`src/rtl/pipe_stage_reg.sv`:
```
// Pipeline stage register with valid/ready handshake.
// SKID=1: two-entry stage (main + skid) whose in_ready depends only on state.
// SKID=0: single-entry stage with in_ready combinationally derived from out_ready.
// Control outputs are forced to zero whenever no word is presented.
module pipe_stage_reg #(
    parameter int DATA_W = 16,
    parameter int CTRL_W = 6,
    parameter int SKID   = 1
) (
    input  logic              clk,
    input  logic              rst,
    input  logic              flush,
    input  logic              in_valid,
    output logic              in_ready,
    input  logic [DATA_W-1:0] in_data,
    input  logic [CTRL_W-1:0] in_ctrl,
    output logic              out_valid,
    input  logic              out_ready,
    output logic [DATA_W-1:0] out_data,
    output logic [CTRL_W-1:0] out_ctrl,
    output logic [1:0]        count
);

    typedef enum logic [1:0] {
        EMPTY = 2'd0,
        ONE   = 2'd1,
        TWO   = 2'd2
    } state_t;

    state_t            state_q;
    logic              main_vld_q;
    logic [DATA_W-1:0] main_data_q;
    logic [CTRL_W-1:0] main_ctrl_q;
    logic              skid_vld_q;
    logic [DATA_W-1:0] skid_data_q;
    logic [CTRL_W-1:0] skid_ctrl_q;
    logic [1:0]        count_q;

    logic              accept;
    logic              pop;

    // Upstream ready and the two handshake strobes
    always_comb begin
        if (SKID != 0) begin
            in_ready = (state_q != TWO);
        end else begin
            in_ready = !main_vld_q || out_ready;
        end
        accept = in_valid && in_ready;
        pop    = main_vld_q && out_ready;
    end

    // Stage FSM: occupancy state, storage registers and held-entry count
    always_ff @(posedge clk or negedge rst) begin
        if (!rst) begin
            state_q     <= EMPTY;
            main_vld_q  <= 1'b0;
            main_data_q <= '0;
            main_ctrl_q <= '0;
            skid_vld_q  <= 1'b0;
            skid_data_q <= '0;
            skid_ctrl_q <= '0;
            count_q     <= 2'd0;
        end else if (flush) begin
            // Payload registers keep their last contents; only validity is killed.
            state_q    <= EMPTY;
            main_vld_q <= 1'b0;
            skid_vld_q <= 1'b0;
            count_q    <= 2'd0;
        end else begin
            case (state_q)
                EMPTY: begin
                    if (accept) begin
                        main_data_q <= in_data;
                        main_ctrl_q <= in_ctrl;
                        main_vld_q  <= 1'b1;
                        count_q     <= 2'd1;
                        state_q     <= ONE;
                    end
                end
                ONE: begin
                    if (accept && pop) begin
                        main_data_q <= in_data;
                        main_ctrl_q <= in_ctrl;
                    end else if (accept) begin
                        // Only reachable with SKID=1: in the single-entry build
                        // in_ready is low whenever main is held and not popping.
                        skid_data_q <= in_data;
                        skid_ctrl_q <= in_ctrl;
                        skid_vld_q  <= 1'b1;
                        count_q     <= 2'd2;
                        state_q     <= TWO;
                    end else if (pop) begin
                        main_vld_q <= 1'b0;
                        count_q    <= 2'd0;
                        state_q    <= EMPTY;
                    end
                end
                TWO: begin
                    if (pop) begin
                        main_data_q <= skid_data_q;
                        main_ctrl_q <= skid_ctrl_q;
                        skid_vld_q  <= 1'b0;
                        count_q     <= 2'd1;
                        state_q     <= ONE;
                    end
                end
                default: begin
                    state_q    <= EMPTY;
                    main_vld_q <= 1'b0;
                    skid_vld_q <= 1'b0;
                    count_q    <= 2'd0;
                end
            endcase
        end
    end

    // Presented word; control is gated to zero on bubbles, data is left as loaded
    always_comb begin
        out_valid = main_vld_q;
        out_data  = main_data_q;
        out_ctrl  = main_vld_q ? main_ctrl_q : '0;
        count     = count_q;
    end

endmodule

```
`config.mk`:
```
export PLATFORM = sky130hd
export DESIGN_NAME = pipe_stage_reg
export DESIGN_NICKNAME = d
export VERILOG_FILES = /design/src/rtl/pipe_stage_reg.sv
export SDC_FILE = /design/constraint.sdc
export NUM_CORES = 1
export LEC_CHECK = 0
export CAP_MARGIN = 20
export CELL_PAD_IN_SITES_DETAIL_PLACEMENT = 1
export CELL_PAD_IN_SITES_GLOBAL_PLACEMENT = 1
export CORE_MARGIN = 5
export CORE_UTILIZATION = 29
export DETAILED_ROUTE_END_ITERATION = 10
export GPL_ROUTABILITY_DRIVEN = 0
export MAX_ROUTING_LAYER = met4
export PLACE_DENSITY = 0.62
export SKIP_LAST_GASP = 1
export SLEW_MARGIN = 20
export SYNTH_ARGS = -nofsm -noshare
export SYNTH_HDL_FRONTEND = slang
export SYNTH_SLANG_ARGS = --single-unit
```
`constraint.sdc`:
```
create_clock -name clk -period 1.53 [get_ports clk]
set_input_delay 0.306 -clock clk [delete_from_list [all_inputs] [get_ports clk]]
set_output_delay 0.306 -clock clk [all_outputs]
set_load 0.01 [all_outputs]
```
Yosys cells after proc, flatten, opt, wreduce, memory -nomap -nowiden
Index checks and enable logic that the tools add are counted.
- bits of input ports: 27
- output and inout bits: 26
- register bits: 47
- reductions and logical operators: 9
- mux-type cells: 22
- eq/ne operators: 13
- bitwise operators: 2
- operators with widths (cell ; count):
    16-bit 2-to-1 mux ; 3
    16-bit case mux with 3 select lines ; 1
    6-bit 2-to-1 mux ; 4
    6-bit case mux with 3 select lines ; 1
    3-bit inequality test, second input constant ; 5
    2-bit 2-to-1 mux ; 6
    2-bit inequality test, second input constant ; 5
    5-bit AND reduction ; 2
    4-bit AND reduction ; 2
    2-bit case mux with 3 select lines ; 1
    1-bit 2-to-1 mux ; 5
    4-bit inequality test, second input constant ; 1
    1-bit logical AND ; 3
    1-bit case mux with 3 select lines ; 1
    3-bit nonzero test ; 1
    2-bit by 1-bit equality test with 1-bit output, second input constant ; 1
    2-bit equality test, second input constant ; 1
    2-bit zero test ; 1
    1-bit inverter ; 2

Logic depth before layout (Yosys ltp)
- depth in word-level cells: 6
- depth in mapped cells: 6

Worst setup path after synthesis
OpenSTA, ideal clock, no wires.
- kind: reg-to-reg
- from: register count[0] (netlist name)
- to: register main_ctrl_q[3]
- library setup time: 0.123 ns
- period minus slack after synthesis: 1.563 ns
- data required time: 1.407 ns
- stages on the path, launching flop included: 6
- arrival: 1.440 ns
- slack: -0.033 ns
- cell sequence: dfrtp_1 nand2b_1 buf_6 o32ai_4 buf_4 a21oi_2
- RTL lines (element ; line ; RTL):
    end signal, assigned ; 75 ; main_ctrl_q <= in_ctrl;
    end signal, assigned ; 84 ; main_ctrl_q <= in_ctrl;
    end signal, assigned ; 102 ; main_ctrl_q <= skid_ctrl_q;
    end, declared ; 33 ; logic [CTRL_W-1:0] main_ctrl_q;

Final worst setup path
- from: register main_vld_q, in the netlist out_valid
- to: register skid_data_q[10]
- longest elaborated chain between the ends: 4
- ends and longest elaborated chain (element ; line ; RTL):
    start, declared ; 31 ; logic main_vld_q;
    start signal, assigned ; 57 ; main_vld_q <= 1'b0;
    start signal, assigned ; 67 ; main_vld_q <= 1'b0;
    start signal, assigned ; 76 ; main_vld_q <= 1'b1;
    1-bit logical AND ; 50 ; pop = main_vld_q && out_ready;
    1-bit logical AND ; 82 ; if (accept && pop) begin
    1-bit inverter (no source line) ; -- ;
    4-bit AND reduction (no source line) ; -- ;
    end signal, assigned ; 88 ; skid_data_q <= in_data;
    end, declared ; 35 ; logic [DATA_W-1:0] skid_data_q;
Every way passes these cells.
A chain may end at the register's enable or synchronous reset.

==> summary.md <==
| Metric | Value |
|---|---|
| Post-synth EDFFs | 0 |
| DRT Pass-1 Iters | 4 |
| # rows | 31 |
| Root Driver | clkbuf_8 |
| Gr ovfl total | 0 |
| Final Max Slew Viols | 0 |
| Top cell type by total area after synthesis | dfrtp_1 |
| Yosys reg bits | 47 |
| Slew margin rel. | 0.8381 |
| Setup TNS | -4138 ps |
| Post-synth top flop | dfrtp_1 |
| Psw | 1.176 mW |
| H-tree Lvls | 2 |
| Syn Std Cell Area | 2163 µm² |
| Worst-path fanout max | 8 |
| Tmin final | 1670 ps |
| Synthesized Nets | 196 |
| Worst Path Arrival | 1850 ps |
| Residual DRC count | 0 |
| Yosys cell types | 24 |
| Peak supply drop | 450.4 µV |
| Die height | 96.37 µm |
| Top-count cell post-synth | dfrtp_1 |
| Tightest Pin Transition | 236.2 ps |
| Die Area | 9287 µm² |
| Largest stage delay on the critical path | 420 ps |
| Asr flop ratio synth | 1.000 |
| Drt total wl | 5907 µm |
| Post-DRT Antenna Nets | 0 |
| Clock Path Buffers | 2 |
| Area growth syn-to-layout | 56.62% |
| Flop pwr share | 0.442 |
| Violated checks | negative setup slack |
| First-pass GRT wire length | 8783 µm |
| DP HPWL | 3495 µm |
| Fin nets | 278 |
| Ant. Diodes | 0 |
| Skew final | 9.378 ps |
| FF-to-FF Start | out_valid |
| Required time worst endpoint | 1710 ps |
| HP Class | reg -> reg |
| Initial core utilization | 0.2983 |
| MaxCap Viol Count | 0 |
| Final Worst Setup Slack | -139.6 ps |
| Fillers | 776 |
| CTS buffer count | 5 |
| CP max stage cell | dfrtp_1 |
| Static Leak | 1.641 nW |
| Core ar. | 7253 µm² |
| Synth area leaders | dfrtp_1 54%, mux2i_1 10%, mux2_2 9.4% |
| Die X-Extent | 96.37 µm |
| Final core utilization | 0.4671 |
| Clk slew on worst S/H paths | 80 ps |
| Min-delay src | skid_data_q[8] |
| Share of layout cells above drive strength 1 | 0.4365 |
| Clk sinks | 47 |
| Synth top area share | 0.5437 |
| WS Path Type | reg -> reg |
| Port-buffer cells | 52 |
| Via count | 1581 |
| Pwr/cell area | 1245 nW/µm² |
| Largest net degree at the start of global routing | 48 |
| Synth top cells by count | 47 x dfrtp_1, 24 x nor2_1, 22 x mux2i_1 |
| Cell-internal power | 3.042 mW |
| Post-Syn Area per Cell | 12.80 µm² |
| Worst setup EP type | register |
| Vias in the first global route | 1686 |
| Status | complete, but fails checks |
| Critical Path, Cell by Cell | buf_6 > a21oi_4 > and4b_2 > clkbuf_16 > mux2_4 |
| Vias/cell | 4.504 |
| Final setup violation count | 51 |
| Clock share of power | 0.223 |
| Total GRT Usage | 0.1300 |
| Post-synthesis sequential area ratio | 0.5437 |
| Mapped Cells | 169 |
| I/O Pins | 53 |
| CTS tree | yes |
| Worst setup SP type | register |
| Avg WL per Cell | 16.83 µm |
| Switching Share | 0.2787 |
| DRT iter0 DRCs | 30 |
| RSZ-0062 raised after global routing | true |
| Crit path from | out_valid |
| Initial antenna violation count | 0 |
| Hold Vio Cnt, Final | 0 |
| Clk Latency, worst-skew pair | 300 ps |
| Final period util | 1.091 |
| Max Freq | 599.0 MHz |
| Yosys warnings | 0 |
| Comb pwr share | 0.335 |
-- path summary, 6_finish.rpt --
kind / to / slack, ps / cells past startpoint
setup / recovery: skid_data_q[10] / -140 / 5
hold / removal: skid_data_q[8] / 510 / 1
setup reg to reg: skid_data_q[10] / -140 / 5
hold reg to reg: skid_data_q[8] / 510 / 1
max in group asynchronous: out_data[9] / 790 / 3
min in group asynchronous: out_data[2] / 520 / 3
-- timing repair --
action	in CTS	in global routing
gates resized for setup	50	53
hold buffers	1	0
endpoints found under the setup margin	62	59
pin swaps	1	3
setup buffers	6	5
hold endpoints to repair	47	0
gates cloned	2	2
-- layout by cell type, fill, tap and decap left out, drive strengths merged --
cell and n:
dfrtp 47, a21oi 24, o22a 1, nand2b 1
nand2 1, inv 1, dlygate4sd3 1, bufinv 1
mux2 22, clkdlybuf4s15 1, dlygate4sd2 11, a21boi 1
xnor2 1, clkinv 1, mux2i 22, clkdlybuf4s50 22
dlymetal6s2s 10, nor2b 1, and4b 1, a2bb2oi 1
a31o 1, buf 37, clkbuf 10, or3b 1
and2 6, nor2 24, or2b 1, o32ai 1
-- power groups by stage --
stage	Clock, mW	Sequential [mW]	Combinational, mW
6_report	0.941	1.86	1.41
5_1_grt	1.03	1.91	1.52
4_1_cts	0.979	1.84	1.25
3_5_place_dp	0	1.87	1.18
3_3_place_gp	0	1.85	1.15
2_1_floorplan	0	1.87	0.592
-- routing by layer --
layer	up-vias	wire length, µm	GRT usage
li1	746	-	-
met5	-	0	-
met1	795	2627	0.1618
met4	0	108	0.04556
met3	6	217	0.02634
met2	34	2954	0.2110
-- logic make-up after synthesis --
logic type / synth area share
buffers and inverters: 0.04222
DFF: 0.5437
muxes: 0.2163
AOI/OAI and AO/OA: 0.1151
and+or+nand+nor: 0.07867
xor gates and xnor gates: 0.004049
-- metrics by stage --
step | setup WS [ps] | cells | cell area [µm²] | power (mW) | hold WS (ps)
final | -139.6 | 351 | 3388 | 4.217 | 512.3
after global routing | -201.6 | 351 | 3388 | 4.461 | 524.3
after CTS | -109.8 | 345 | 3169 | 4.071 | 494.0
after detailed placement | -424.5 | 328 | 2910 | 3.054 | 310.5
after global placement | -441.0 | 328 | 2910 | 3.004 | 309.9
after floorplan | 5.431 | 169 | 2167 | 2.463 | 10.41
-- worst max-delay path, delay by kind of cell, from the launching register on --
| kind | cells | cell delay, ps |
|---|---|---|
| DFF | 1 | 420 |
| muxes | 1 | 300 |
| buffers and inverters | 2 | 360 |
| and+or+nand+nor | 1 | 360 |
| AOI/OAI and AO/OA | 1 | 120 |
-- flip-flops by register name, summed over array words and instances, names as in the netlist --
name / count
out_valid: 1
skid_ctrl_q: 6
count: 2
skid_data_q: 16
main_ctrl_q: 6
out_data: 16
-- layout make-up --
| cell class | instances | area (µm²) | share of cell area |
|---|---|---|---|
| clock inverter | 2 | 35.03 | 0.01034 |
| clock buffer | 6 | 82.58 | 0.02437 |
| tap | 99 | 123.9 | 0.03656 |
| multi-input combinational | 110 | 1046 | 0.3087 |
| sequential | 47 | 1176 | 0.3471 |
| timing repair buffer | 86 | 920.9 | 0.2718 |
| inverter | 1 | 3.754 | 0.001108 |
(Power assumes the default switching activity.)
